**src/rtl/regfile_wb_arbiter.sv**
```systemverilog
`default_nettype none
// ============================================================================
// Module   : regfile_wb_arbiter
// Brief    : Writeback arbiter that drives the register-file write port.
//            It merges the single-cycle ALU path with a FIFO-buffered
//            load-return path. The ALU has priority, but an anti-starvation
//            counter limits how long loads can be held off. A pending-write
//            lookup is provided for the hazard unit.
// Revision : 1.0 - initial release
// ============================================================================
module regfile_wb_arbiter #(
  parameter int DATA_W     = 16,
  parameter int ADDR_W     = 4,
  parameter int Q_DEPTH    = 4,
  parameter int STARVE_MAX = 3
) (
  input  logic                       clk,
  input  logic                       rst,
  input  logic                       alu_valid,
  input  logic [ADDR_W-1:0]          alu_reg,
  input  logic [DATA_W-1:0]          alu_data,
  output logic                       alu_stall,
  input  logic                       ld_valid,
  output logic                       ld_ready,
  input  logic [ADDR_W-1:0]          ld_reg,
  input  logic [DATA_W-1:0]          ld_data,
  output logic                       wr_en,
  output logic [ADDR_W-1:0]          wr_reg,
  output logic [DATA_W-1:0]          wr_data,
  output logic [$clog2(Q_DEPTH):0]   q_count,
  output logic                       q_full,
  output logic                       q_empty,
  input  logic [ADDR_W-1:0]          chk_reg,
  output logic                       chk_pending
);

  localparam int PTR_W = $clog2(Q_DEPTH);
  localparam int CNT_W = PTR_W + 1;
  localparam int ST_W  = $clog2(STARVE_MAX + 1);

  logic [ADDR_W-1:0] slot_reg  [Q_DEPTH];
  logic [DATA_W-1:0] slot_data [Q_DEPTH];
  logic [PTR_W-1:0]  rd_ptr;
  logic [PTR_W-1:0]  wr_ptr;
  logic [CNT_W-1:0]  count;
  logic [ST_W-1:0]   starve_cnt;

  logic starve_hit;
  logic q_win;
  logic alu_win;
  logic push;
  logic pop;

  assign q_count  = count;
  assign q_full   = (count == CNT_W'(Q_DEPTH));
  assign q_empty  = (count == '0);
  // Readiness looks only at current occupancy, so a same-cycle pop never frees a slot early.
  assign ld_ready = !q_full;

  assign starve_hit = (starve_cnt == ST_W'(STARVE_MAX));
  // The queue can only win with entries already stored, so there is no push-to-pop bypass.
  assign q_win      = !q_empty && (!alu_valid || starve_hit);
  assign alu_win    = alu_valid && !q_win;
  assign alu_stall  = alu_valid && q_win;
  assign pop        = q_win;
  // A register-0 load completes its handshake but is discarded.
  assign push       = ld_valid && ld_ready && (ld_reg != '0);

  // Payload storage: stale slots are harmless because validity comes from the pointers.
  always_ff @(posedge clk) begin
    if (push) begin
      slot_reg[wr_ptr]  <= ld_reg;
      slot_data[wr_ptr] <= ld_data;
    end
  end

  // Circular FIFO pointers and occupancy count.
  always_ff @(posedge clk or negedge rst) begin
    if (!rst) begin
      rd_ptr <= '0;
      wr_ptr <= '0;
      count  <= '0;
    end else begin
      if (push) wr_ptr <= wr_ptr + PTR_W'(1);
      if (pop)  rd_ptr <= rd_ptr + PTR_W'(1);
      case ({push, pop})
        2'b10:   count <= count + CNT_W'(1);
        2'b01:   count <= count - CNT_W'(1);
        default: count <= count;
      endcase
    end
  end

  // Anti-starvation counter: count consecutive ALU wins while loads wait.
  always_ff @(posedge clk or negedge rst) begin
    if (!rst) begin
      starve_cnt <= '0;
    end else if (q_empty || q_win) begin
      starve_cnt <= '0;
    end else if (alu_win && !starve_hit) begin
      starve_cnt <= starve_cnt + ST_W'(1);
    end
  end

  // Registered write port: latch the winner, and hold reg/data when nobody writes.
  always_ff @(posedge clk or negedge rst) begin
    if (!rst) begin
      wr_en   <= 1'b0;
      wr_reg  <= '0;
      wr_data <= '0;
    end else begin
      wr_en <= q_win || (alu_win && (alu_reg != '0));
      if (q_win) begin
        wr_reg  <= slot_reg[rd_ptr];
        wr_data <= slot_data[rd_ptr];
      end else if (alu_win && (alu_reg != '0)) begin
        wr_reg  <= alu_reg;
        wr_data <= alu_data;
      end
    end
  end

  // Hazard lookup: OR of reg matches over occupied slots, including the one being popped.
  always_comb begin
    logic [PTR_W-1:0] offset;
    chk_pending = 1'b0;
    offset      = '0;
    for (int i = 0; i < Q_DEPTH; i++) begin
      offset = PTR_W'(i) - rd_ptr;
      if (({1'b0, offset} < count) && (slot_reg[i] == chk_reg)) begin
        chk_pending = 1'b1;
      end
    end
    if (chk_reg == '0) begin
      chk_pending = 1'b0;
    end
  end

endmodule
`default_nettype wire

```
**config.mk**
```make
export PLATFORM = sky130hd
export DESIGN_NAME = regfile_wb_arbiter
export DESIGN_NICKNAME = d
export VERILOG_FILES = /design/src/rtl/regfile_wb_arbiter.sv
export SDC_FILE = /design/constraint.sdc
export NUM_CORES = 1
export LEC_CHECK = 0
export BUFFER_PORTS_ARGS = -buffer_cell sky130_fd_sc_hd__buf_2
export CORE_AREA = 2 2 103 105
export DETAILED_ROUTE_END_ITERATION = 10
export DIE_AREA = 0 0 105 107
export HOLD_SLACK_MARGIN = 0.02
export PLACE_DENSITY_LB_ADDON = 0.1
export SLEW_MARGIN = 0
export SYNTH_ARGS = -nofsm -noshare
export SYNTH_HDL_FRONTEND = slang
export SYNTH_SLANG_ARGS = --single-unit
```
**constraint.sdc**
```tcl
create_clock -name clk -period 2.66 [get_ports clk]
set_input_delay 0.532 -clock clk [delete_from_list [all_inputs] [get_ports clk]]
set_output_delay 0.532 -clock clk [all_outputs]
set_load 0.01 [all_outputs]
```
; ---- Yosys cells after proc, flatten, opt, wreduce, memory -nomap -nowiden
; Memories as Yosys holds them, arrays and structs flattened.
; Index checks and enable logic that the tools add are counted.
[totals]
word_cells = 70
n_memories = 2
regBits = 30
inputBits = 48
output_inout_bits = 29
ramBits = 80
[memory_table]
columns = name, words, width, read_ports, rd_ports_with_merged_regs, wr, line
row1 = slot_data, 4, 16, 1, 0, 1, 42  ; logic [DATA_W-1:0] slot_data [Q_DEPTH];
row2 = slot_reg, 4, 4, 5, 0, 1, 41  ; logic [ADDR_W-1:0] slot_reg [Q_DEPTH];
[classes]
mux = 14
order_cmp = 4
eq_ne = 8
addsub = 9
n_reduce_logical = 26
[ops]
columns = operator, count
row1 = $mux W16, 2
row2 = $eq A4 B4 Y1, 4
row3 = $lt A2 B3 Y1, 4
row4 = $logic_and A1 B1 Y1, 11
row5 = $mux W4, 2
row6 = $reduce_bool A4 Y1, 2
row7 = $mux W1, 7
row8 = $add A2 B1 Y2 const B, 3
row9 = $pmux W3 S2, 1
row10 = $reduce_bool A2 Y1, 3
row11 = $logic_not A1 Y1, 5
row12 = $eq A2 B2 Y1 const B, 2
row13 = $logic_not A4 Y1, 1
row14 = $mux W2, 2
row15 = $sub A1 B2 Y2 const A, 2
row16 = $sub A2 B2 Y2 const A, 2
row17 = $add A3 B1 Y3 const B, 1
row18 = $eq A3 B3 Y1 const B, 1
row19 = $logic_not A3 Y1, 1
row20 = $logic_or A1 B1 Y1, 3
row21 = $sub A3 B1 Y3 const B, 1
row22 = $eq A2 B1 Y1 const B, 1

; ---- Logic depth before layout (Yosys ltp)
; Gate-level depths: netlist of run 1.
[logic_depth]
word_depth = 8
ltp_mapped = 11
mapped_depth_nobuf = 9

; ---- Least setup slack after synthesis of run 1
; OpenSTA, ideal clock, no wires.
[synth_timing]
kind = register to register
from = register count[2] (netlist: q_count[2])
to = register count[2] (netlist: q_count[2])
n_path_buf = 3
path_stages_with_launch = 12
setup_time_ps = 79
setup_slack_ps = 514
arrival_time_ps = 2067
synth_period_minus_slack_ps = 2146
t_required_ps = 2581
cell_sequence = dfrtp_1 buf_2 nor3_4 nor2b_1 buf_2 buf_2 ha_1 inv_1 fa_1 xor2_1 nor2_1 xor2_1
[synth_via]
word_cells_on_any_way = 13
classes_between = add/sub: 2 / eq/ne: 3 / mux: 1 / reduce/logical: 7
[synth_lines]
columns = element, line
row1 = "start, declared", 45  ; logic [CNT_W-1:0] count;
row2 = "start signal, assigned", 87  ; 2'b10: count <= count + CNT_W'(1);
row3 = "start signal, assigned", 88  ; 2'b01: count <= count - CNT_W'(1);
row4 = "start signal, assigned", 89  ; default: count <= count;
row5 = $logic_not A3 Y1 *, 56  ; assign q_empty = (count == '0);
row6 = net q_empty, 32  ; output logic q_empty,
row7 = $logic_not A1 Y1 *, 62  ; assign q_win = !q_empty && (!alu_valid || starve_hit);
row8 = $logic_and A1 B1 Y1 *, 62
row9 = net pop, 52  ; logic pop;
row10 = $eq A2 B1 Y1 / $eq A2 B2 Y1 (equally long branches), 86  ; case ({push, pop})
row11 = $pmux W3 S2 / $reduce_bool A2 Y1 (equally long branches), --
; The timed path passes the listed nets; every way through them passes the cells marked *.
; A chain may end at the register's enable or synchronous reset.

; ---- Final worst setup path of run 1
[layout_timing]
from = register rd_ptr[1]
to = output port chk_pending
[layout_via]
elab_chain_len = 8
word_cells_on_any_way = 17
classes_between = add/sub: 4 / order compare: 4 / mux: 5 / reduce/logical: 4
[layout_lines]
columns = element, line
row1 = "start, declared", 43  ; logic [PTR_W-1:0] rd_ptr;
row2 = "start signal, assigned", 85  ; if (pop) rd_ptr <= rd_ptr + PTR_W'(1);
row3 = $sub A1 B2 Y2, 129  ; offset = PTR_W'(i) - rd_ptr;
row4 = $lt A2 B3 Y1, 130  ; if (({1'b0, offset} < count) && (slot_reg[i] == chk_reg)) begin
row5 = $logic_and A1 B1 Y1, 130
row6 = $mux W1 (3 in series), 130
row7 = $mux W1 *, 130
row8 = $mux W1 *, 134  ; if (chk_reg == '0) begin
row9 = "end, declared", 34  ; output logic chk_pending
; Mark *: on every way between the ends. The rest lies on a longest branch, timed or not.

==> results.py, run 1 <==
metrics = {
    "outcome": {
        "status": "finished, final reports clean",
    },
    "placement": {
        "place.detailed.hpwl_mm": 5.97,
        "globalplace.congestion": 0.899,
        "dpl-instance-area_um2": 5260,
        "placement.io_buffers": 76,
    },
    "logic_synthesis": {
        "yosysUniqueCellTypes": 34,
        "synthAdderAreaFrac": 0.0307,
        "synth.avg_cell_area_um2": 16.4,
        "yosysSeqAreaShare": 0.666,
        "synth-compound-area-share": 0.0505,
        "synth_top_cell_area_share": 0.508,
        "yosys_register_bits": 110,
        "synthesis.yosys.warnings": 0,
        "postSynthCellCount": 288,
        "share_of_synthesized_cell_area_in_and_or_nand_and_nor_gates": 0.0452,
        "post-synth-top-area-cell": "edfxtp_1",
        "ys_top_cells_by_area": "edfxtp_1 51%, dfrtp_1 16%, mux4_2 9.0%",
        "post_synth_mux_area_share": 0.134,
        "synthesis.area_um2": 4730,
        "xor_xnor_portion_of_the_synthesized_cell_area": 0.0426,
        "syn_nets": 347,
        "main_combinational_cell_family_by_area_after_synthesis": "multiplexers",
    },
    "worst_setup_path": {
        "timing_worst_setup_path_type": "reg2out",
        "crit_path_max_fanout": 4,
        "worst_r2r_endpoint": "q_count[2]",
        "timing.critical_path.to": "chk_pending",
        "setup.reg_to_reg.worst_slack_ns": 0.53,
        "end_kind": "output port",
        "cp.required_ns": 2.13,
        "cp-start-kind": "flop",
        "reg2reg_from": "q_count[0]",
        "crit_arrival_ns": 1.96,
        "timing.reg2reg.worst_path_depth": 9,
        "worst_setup_sp": "rd_ptr[1]",
    },
    "routing": {
        "detail_route.wl_per_cell_um": 17.1,
        "postRouteAntennaNets": 0,
        "vias_per_cell": 5.15,
        "detail_route.drc_violations": 0,
        "finalWirelength_mm": 8.65,
        "drt_pass1_iterations": 4,
        "drt_iter0_markers": 135,
        "route.vias.total": 2613,
    },
    "clock_tree": {
        "post_cts_repair_timing_setup_buffer_count": 0,
        "clock_insertion_delay_worst_skew_ns": 0.36,
        "cts-hold-fix-buffers": 0,
        "path_clk_slew_ns": 0.10,
        "clock_net_sink_count": 110,
        "clockRootBuffer": "clkbuf_8",
        "clock_path_buffers": 2,
        "clock_buffers_created_by_tritoncts": 9,
        "cts_htree_levels": 3,
        "cts_tree": "done",
    },
    "timing": {
        "final.setup.tns_ns": 0,
        "final_max_slew_viol_count": 0,
        "timing_worst_slew_pin_value_ns": 0.718,
        "report.final.setup_viol": 0,
        "skew_ns": 0.00895,
        "fmax_ghz": 0.401,
        "rsz0062_at_grt": "no",
        "finalHoldViolCount": 0,
        "slew_headroom": 0.521,
        "fin_crit_ns": 2.49,
        "layout_worst_path_cycle_share": 0.937,
    },
    "cells_and_area": {
        "syn2layout_area_growth_pct": 15.9,
        "layout-drive-gt1-share": 0.342,
        "n_antenna_cell": 0,
        "final_cell_area_um2": 5490,
        "largest_register_ff_count": 64,
        "finish.utilization": 0.544,
        "final_net_count": 425,
    },
    "die": {
        "coreArea_um2": 10100,
        "die-area_um2": 11200,
        "die_y_um": 107,
        "top_level_ports": 77,
        "start_util": 0.469,
        "row_count": 37,
        "fp.dieW_um": 105,
    },
    "power": {
        "vdd_drop_max_uv": 452,
        "p_sw_frac": 0.337,
        "power-per-cell-area_nw_per_um2": 1010,
        "power_frac_clock": 0.185,
        "comb_power_share": 0.352,
        "power_leakage_uw": 0.00218,
        "net-switching-power_uw": 1860,
        "power.share.sequential": 0.463,
        "p_int_uw": 3670,
    },
    "hold_path": {
        "hold_path_class": "in2async",
    },
    "global_routing": {
        "grt_util_all_layers": 0.165,
        "grt.overflow.total": 0,
        "grt_antenna_before_repair": 0,
        "wire_length_of_the_first_global_routing_pass_mm": 14.1,
        "first_global_vias": 2710,
        "grt_start_max_net_pins": 44,
    },
    "run": {
        "drv.max_cap_violation_count": 0,
    },
}
-- worst min-delay path by stage --
stage | from | end | slack [ns] | depth (start not counted)
2_1_floorplan | rst | q_count[0] | 0.24 | 0
3_3_place_gp | starve_cnt[0] | starve_cnt[0] | 0.43 | 1
3_5_place_dp | starve_cnt[0] | starve_cnt[0] | 0.43 | 1
4_1_cts | rst | wr_reg[2] | 0.23 | 1
5_1_grt | rst | starve_cnt[0] | 0.25 | 1
6_report | rst | wr_reg[2] | 0.21 | 1
-- routing by layer --
metal / track usage / routed length [um] / share of wire
met1: 0.231 / 4140 / 0.48
met2: 0.258 / 4000 / 0.46
met3: 0.0353 / 408 / 0.047
met4: 0.0552 / 107 / 0.012
met5: 0 / 0 / 0
-- cell families (layout without fill, tap and decap cells) --
group,Yosys count,in the layout
xor gates and xnor gates,23,23
muxes,38,38
adders and majority gates,11,11
buffers and inverters,26,109
DFF,110,110
and+or+nand+nor,43,43
AOI/OAI and AO/OA,37,37
-- power groups by stage --
| stage | Clock (uW) | Combinational, uW | Sequential [uW] |
|---|---|---|---|
| after global placement | 0 | 1970 | 2580 |
| after CTS | 1060 | 1990 | 2560 |
| after global routing | 1110 | 2190 | 2610 |
| final | 1020 | 1950 | 2560 |
| after floorplan | 0 | 1320 | 2620 |
| after detailed placement | 0 | 1980 | 2590 |
-- per-stage QoR --
step	total power, uW	worst slack (ns)	std cells	hold WS [ns]
2_1_floorplan	3940	0.514	288	0.236
4_1_cts	5600	0.0558	507	0.226
3_3_place_gp	4550	0.275	491	0.431
5_1_grt	5910	0.0153	507	0.253
3_5_place_dp	4580	0.233	491	0.432
6_report	5530	0.167	507	0.207
-- final cells by class --
class | instances | area, um2
fill | 862 | 4610
sequential | 110 | 3150
multi-input combinational | 152 | 1450
timing repair buffer | 84 | 469
tap | 136 | 170
clock buffer | 10 | 128
clock inverter | 6 | 81.3
inverter | 9 | 33.8
-- cells in the mapped netlist (all sizes together) --
cell	n
nor3b	1
a21oi	4
nor2b	1
mux4	20
nor2	2
nand2b	3
dfrtp	30
a22oi	3
fa	1
o21bai	2
nor4	5
xor2	20
a31oi	1
nand2	24
mux2i	18
buf	14
nor3	2
ha	10
a21boi	1
o21ai	24
edfxtp	80
and2	5
clkbuf	3
o41ai	2
xnor2	3
inv	9
-- placed cells by master (no fill, tap or decap), drive strengths merged --
cell,count
o21bai,2
inv,11
and2,5
bufinv,1
clkinv,3
a21oi,4
clkbuf,10
fa,1
o21ai,24
nand2,24
nor4,5
dfrtp,30
xnor2,3
mux4,20
nor2,2
a21boi,1
nor3,2
nor2b,1
nand2b,3
a31oi,1
xor2,20
ha,10
buf,84
a22oi,3
nor3b,1
edfxtp,80
mux2i,18
o41ai,2
-- repair_timing --
| action | CTS | global route |
|---|---|---|
| setup endpoints to repair | 1 | 1 |
| resized for setup | 1 | 3 |
| gates cloned | 0 | 0 |
-- worst max-delay path: stages, from the launching register on --
cell and delay (ns):
dfrtp_1 0.45, xor2_2 0.21, inv_1 0.06, ha_1 0.26, a21oi_1 0.16, o21ai_0 0.09, a31oi_1 0.21, buf_2 0.16
No activity file was read; power rests on OpenSTA's default activity.
==> inputs of run 2 (changes only) <==
--- a/config.mk
+++ b/config.mk
@@ -11,7 +11,7 @@
 export DIE_AREA = 0 0 105 107
 export HOLD_SLACK_MARGIN = 0.02
 export PLACE_DENSITY_LB_ADDON = 0.1
-export SLEW_MARGIN = 0
+export SKIP_CTS_REPAIR_TIMING = 1
 export SYNTH_ARGS = -nofsm -noshare
 export SYNTH_HDL_FRONTEND = slang
 export SYNTH_SLANG_ARGS = --single-unit
==> constraint.sdc (replaced) <==
create_clock -name clk -period 2.66 [get_ports clk]
set_input_delay 0.532 -clock clk [delete_from_list [all_inputs] [get_ports clk]]
set_output_delay 0.532 -clock clk [all_outputs]
set_load 0.05 [all_outputs]
==> results.py, run 2 (synthesized netlist as in run 1, its figures left out) <==
metrics = {
    "cells_and_area": {
        "layout-drive-gt1-share": 0.360,
        "nFillCells": 877,
        "most-common-layout-cells": "80 x edfxtp_1, 75 x buf_2, 28 x dfrtp_1, 24 x nand2_1",
        "final_net_count": 429,
        "final_common_cell": "edfxtp_1",
        "syn2layout_area_growth_pct": 16.2,
        "n_antenna_cell": 0,
        "area.sequential_um2": 3160,
        "largest_register_ff_count": 64,
        "final_cell_area_um2": 5500,
        "multiInputGateArea_um2": 1470,
    },
    "clock_tree": {
        "clock_net_sink_count": 110,
        "path_clk_slew_ns": 0.11,
        "clock_buffers_created_by_tritoncts": 9,
        "cts_tree": "done",
        "clockRootBuffer": "clkbuf_8",
        "cts_htree_levels": 3,
        "clock_insertion_delay_worst_skew_ns": 0.37,
        "clock_path_buffers": 2,
    },
    "global_routing": {
        "grt_util_all_layers": 0.167,
        "grt_start_max_net_pins": 44,
        "wire_length_of_the_first_global_routing_pass_mm": 14.1,
        "grt.overflow.total": 0,
        "grt_antenna_before_repair": 0,
        "first_global_vias": 2632,
    },
    "timing": {
        "timing_worst_slew_pin_value_ns": 0.733,
        "fmax_ghz": 0.394,
        "report.final.setup_viol": 0,
        "final_max_slew_viol_count": 0,
        "finalHoldViolCount": 0,
        "finalHoldWorstSlack_ns": 0.207,
        "final_critical_path_setup_slack_ns": 0.120,
        "final.setup.tns_ns": 0,
        "rsz0062_at_grt": "no",
        "fin_crit_ns": 2.54,
        "layout_worst_path_cycle_share": 0.955,
        "skew_ns": 0.0138,
        "slew_headroom": 0.511,
    },
    "placement": {
        "dpl-instance-area_um2": 5270,
        "minimum_setup_slack_after_placement_ns": 0.235,
        "place.detailed.hpwl_mm": 6.04,
        "globalplace.congestion": 0.801,
        "placement.io_buffers": 76,
    },
    "routing": {
        "detail_route.drc_violations": 0,
        "finalWirelength_mm": 8.86,
        "route.vias.total": 2620,
        "drt_iter0_markers": 176,
        "drt_pass1_iterations": 4,
        "postRouteAntennaNets": 0,
        "vias_per_cell": 5.13,
        "detail_route.wl_per_cell_um": 17.3,
    },
    "worst_setup_path": {
        "crit_arrival_ns": 2.01,
        "crit_path_max_fanout": 4,
        "cp-start-kind": "flop",
        "reg2reg_from": "q_count[1]",
        "cp.required_ns": 2.13,
        "timing_worst_setup_path_type": "reg2out",
        "end_kind": "output port",
        "setup.reg_to_reg.worst_slack_ns": 0.51,
        "worst_setup_sp": "rd_ptr[1]",
    },
    "power": {
        "fin_total_pwr_uw": 6200,
        "power-per-cell-area_nw_per_um2": 1130,
        "p_sw_frac": 0.416,
        "power_leakage_uw": 0.00218,
        "power.share.sequential": 0.411,
        "net-switching-power_uw": 2580,
        "vdd_drop_max_uv": 483,
        "comb_power_share": 0.429,
        "p_int_uw": 3620,
        "power_frac_clock": 0.160,
    },
    "die": {
        "fp.dieW_um": 105,
        "start_util": 0.469,
        "die_y_um": 107,
        "top_level_ports": 77,
        "die-area_um2": 11200,
        "coreArea_um2": 10100,
        "row_count": 37,
    },
    "run": {
        "drv.max_cap_violation_count": 0,
    },
    "hold_path": {
        "hold_path_class": "in2async",
    },
    "outcome": {
        "status": "finished, final reports clean",
    },
}
-- run 2: path summary, 6_finish.rpt --
| check | cells after the start | to |
|---|---|---|
| max reg2reg | 10 | q_count[2] |
| max in group asynchronous | 1 | q_count[1] |
| min | 1 | starve_cnt[0] |
| min reg2reg | 1 | starve_cnt[0] |
| max | 7 | chk_pending |
| min in group clk | 1 | slot_data[1][13] |
-- run 2: through the flow --
step,utilization,std cells
floorplan,-,288
global placement,0.522,493
detailed placement,0.522,493
CTS,0.542,509
global route,0.545,511
finish,0.545,511
-- run 2: power groups by stage --
stage | registers (uW) | logic [uW] | clock network, uW
after floorplan | 3170 | 1420 | 0
after global placement | 2600 | 2610 | 0
after detailed placement | 2610 | 2630 | 0
after CTS | 2570 | 2640 | 1020
after global routing | 2600 | 2870 | 1080
final | 2550 | 2660 | 990
-- run 2: metal layers --
layer  vias up  wire [um]  track usage  part of all wire
met1      1309       4220        0.242              0.48
li1       1237          -            -                 -
met4         0        133       0.0600             0.015
met3        11        415       0.0316             0.047
met5         -          0            0                 0
met2        63       4090        0.255              0.46
-- run 2: area by class of cell --
type                       count  share of cell area
timing repair buffer          88              0.0860
tap                          136              0.0310
sequential                   110               0.574
multi-input combinational    152               0.267
clock inverter                 7              0.0132
clock buffer                   9              0.0225
inverter                       9             0.00614
-- run 2: critical path: stages (launching register included) --
cell	delay [ns]
dfrtp_2	0.46
xor2_2	0.18
inv_1	0.06
ha_1	0.27
a21oi_1	0.12
o21ai_0	0.14
a31oi_4	0.19
buf_4	0.21
==> inputs of run 3 (changes only) <==
--- a/config.mk
+++ b/config.mk
@@ -5,10 +5,11 @@
 export SDC_FILE = /design/constraint.sdc
 export NUM_CORES = 1
 export LEC_CHECK = 0
+export ABC_AREA = 1
 export BUFFER_PORTS_ARGS = -buffer_cell sky130_fd_sc_hd__buf_2
-export CORE_AREA = 2 2 103 105
+export CORE_AREA = 2 2 114 116
 export DETAILED_ROUTE_END_ITERATION = 10
-export DIE_AREA = 0 0 105 107
+export DIE_AREA = 0 0 116 118
 export HOLD_SLACK_MARGIN = 0.02
 export PLACE_DENSITY_LB_ADDON = 0.1
 export SKIP_CTS_REPAIR_TIMING = 1
==> constraint.sdc (replaced) <==
create_clock -name clk -period 2.5 [get_ports clk]
set_input_delay 0.5 -clock clk [delete_from_list [all_inputs] [get_ports clk]]
set_output_delay 0.5 -clock clk [all_outputs]
set_load 0.05 [all_outputs]
==> results.py, run 3 <==
metrics = {
    "power": {
        "fin_total_pwr_uw": 7210,
        "power_leakage_uw": 0.00257,
        "power-per-cell-area_nw_per_um2": 1240,
        "vdd_drop_max_uv": 489,
    },
    "worst_setup_path": {
        "setup.reg_to_reg.worst_slack_ns": 0.45,
        "worst_setup_sp": "q_count[1]",
        "timing_worst_setup_path_type": "reg2out",
        "crit_path_max_fanout": 6,
        "worst_r2r_endpoint": "q_count[2]",
        "cp-start-kind": "flop",
        "reg2reg_from": "q_count[1]",
        "worst_path_dominant_cell_family": "simple AND/OR/NAND/NOR gates",
        "crit_buf_inv": 2,
        "timing.critical_path.to": "chk_pending",
        "cpPeakStageDelay_ns": 0.43,
        "end_kind": "output port",
        "timing.reg2reg.worst_path_depth": 10,
        "cp.required_ns": 2.00,
        "cp_cell_sequence": "clkinvlp_4 > ha_1 > nand2_1 > nand2_1 > nand2_1 > nand3_1 > nand2_1 > nor2_2 > nor2_4 > buf_6",
        "critical_path_cell_count": 10,
        "crit_arrival_ns": 1.98,
        "timing.critical_path.mode_cell": "nand2_1",
        "crit_path_top_delay_cell": "dfrtp_2",
    },
    "logic_synthesis": {
        "yosysSeqAreaShare": 0.648,
        "synth_top_cell_area_share": 0.494,
        "yosysUniqueCellTypes": 30,
        "synth.top_cells.by_count": "123 x nand2_1, 80 x edfxtp_1, 58 x inv_1, 32 x a22oi_1, 30 x dfrtp_1",
        "asyncSetResetFlopFracSynth": 0.273,
        "ys_top_cells_by_area": "edfxtp_1 49%, dfrtp_1 15%, nand2_1 9.5%",
        "synth.avg_cell_area_um2": 10.8,
        "synth_most_common_cell": "nand2_1",
        "postSynthCellCount": 452,
        "synthesis.yosys.warnings": 0,
        "synthesis.area_um2": 4860,
        "yosys_register_bits": 110,
        "post-synth-top-area-cell": "edfxtp_1",
        "synth_ff_type": "edfxtp_1",
        "number_of_enable_flip_flop_cells_after_synthesis": 80,
        "syn_nets": 511,
    },
    "cells_and_area": {
        "finish.utilization": 0.469,
        "largest_register_ff_count": 64,
        "layout-drive-gt1-share": 0.243,
        "final_common_cell": "nand2_1",
        "syn2layout_area_growth_pct": 19.8,
        "finish.cell_count_without_fillers": 719,
        "n_antenna_cell": 0,
        "final_net_count": 601,
        "most-common-layout-cells": "122 x nand2_1, 80 x edfxtp_1, 75 x buf_2, 54 x inv_1, 32 x a22oi_1",
    },
    "routing": {
        "drt_iter0_markers": 176,
        "detail_route.drc_violations": 0,
        "route.vias.total": 3410,
        "vias_per_cell": 4.74,
        "drt_pass1_iterations": 4,
        "detail_route.wl_per_cell_um": 15.8,
        "postRouteAntennaNets": 0,
        "finalWirelength_mm": 11.4,
    },
    "clock_tree": {
        "clock_buffers_created_by_tritoncts": 9,
        "cts_tree": "done",
        "clock_path_buffers": 2,
        "cts_htree_levels": 3,
        "clock_insertion_delay_worst_skew_ns": 0.35,
        "clock_net_sink_count": 110,
        "path_clk_slew_ns": 0.08,
        "clockRootBuffer": "clkbuf_16",
    },
    "die": {
        "coreArea_um2": 12400,
        "die_y_um": 118,
        "top_level_ports": 77,
        "fp.dieW_um": 116,
        "die-area_um2": 13700,
        "start_util": 0.392,
        "row_count": 41,
    },
    "global_routing": {
        "grt.overflow.total": 0,
        "grt_start_max_net_pins": 31,
        "wire_length_of_the_first_global_routing_pass_mm": 17.6,
        "first_global_vias": 3271,
        "grt_antenna_before_repair": 0,
        "grt_util_all_layers": 0.172,
    },
    "timing": {
        "final_critical_path_setup_slack_ns": 0.0184,
        "layout_worst_path_cycle_share": 0.993,
        "finalHoldViolCount": 0,
        "final_max_slew_viol_count": 0,
        "slew_headroom": 0.504,
        "timing_worst_slew_pin_value_ns": 0.744,
        "report.final.setup_viol": 0,
        "fin_crit_ns": 2.48,
        "finalHoldWorstSlack_ns": 0.212,
        "fmax_ghz": 0.403,
        "skew_ns": 0.0127,
        "rsz0062_at_grt": "yes",
    },
    "placement": {
        "minimum_setup_slack_after_placement_ns": 0.173,
        "post-place-cells": 700,
        "globalplace.congestion": 0.767,
        "place.detailed.hpwl_mm": 7.45,
        "placement.io_buffers": 76,
    },
    "outcome": {
        "status": "finished, final reports clean",
    },
    "hold_path": {
        "hold_path_class": "in2async",
    },
    "run": {
        "drv.max_cap_violation_count": 0,
    },
}
-- run 3: changes by cell type in the layout (fill, tap and decap cells not counted), moves of 16 or more --
cell,change
nand2_1,+98
nor2_1,+17
inv_1,+46
nand3_1,+25
mux4_2,-19
xor2_1,-16
a22oi_1,+30
mux2i_1,-18
-- run 3: final cells by class --
class / count / area, um2
clock buffers: 12 / 246
clock inverters: 4 / 30.0
fillers: 1205 / 6590
inverters: 63 / 245
multi-input cells: 267 / 1430
flip-flops and latches: 110 / 3160
well taps: 172 / 215
repair buffers: 91 / 499
-- run 3: cell families after synthesis --
| kind of cell | Yosys count | synth area share |
|---|---|---|
| AOI/OAI and AO/OA | 68 | 0.0916 |
| xor gates and xnor gates | 4 | 0.00720 |
| adders and majority gates | 11 | 0.0298 |
| buffers and inverters | 75 | 0.0659 |
| DFF | 110 | 0.648 |
| and+or+nand+nor | 184 | 0.157 |
-- run 3: worst reg2reg max path, delay by kind of cell, from the launching register on --
kind,cells,cell delay (ns)
adders and majority gates,2,0.52
AOI/OAI and AO/OA,2,0.25
xor gates and xnor gates,1,0.16
buffers and inverters,3,0.35
DFF,1,0.45
and+or+nand+nor,2,0.20
-- run 3: worst min path at each step --
stage / endpoint / slack [ns] / cells after the start
floorplan: q_count[0] / 0.20 / 0
global placement: starve_cnt[0] / 0.43 / 1
detailed placement: starve_cnt[0] / 0.42 / 1
CTS: q_count[0] / 0.24 / 1
global route: q_count[0] / 0.27 / 1
finish: q_count[0] / 0.21 / 1
-- run 3: power breakdown --
part	switching, uW	internal, uW	total [uW]
combinational	2240	899	3140
clock	647	709	1360
sequential	238	2480	2720
-- run 3: metrics by stage --
| step | setup TNS [ns] | cell area, um2 |
|---|---|---|
| after floorplan | 0 | 4890 |
| after global placement | 0 | 5500 |
| after detailed placement | 0 | 5500 |
| after CTS | -0.214 | 5770 |
| after global routing | -0.107 | 5820 |
| final | 0 | 5820 |
-- run 3: metal layers --
metal  track usage  vias up  share of wire  routed length, um
met4        0.0491        0         0.0069                 78
li1              -     1702              -                  -
met2         0.262       94           0.46               5250
met3        0.0386        4          0.067                756
met5             0        -              0                  0
met1         0.247     1610           0.46               5270
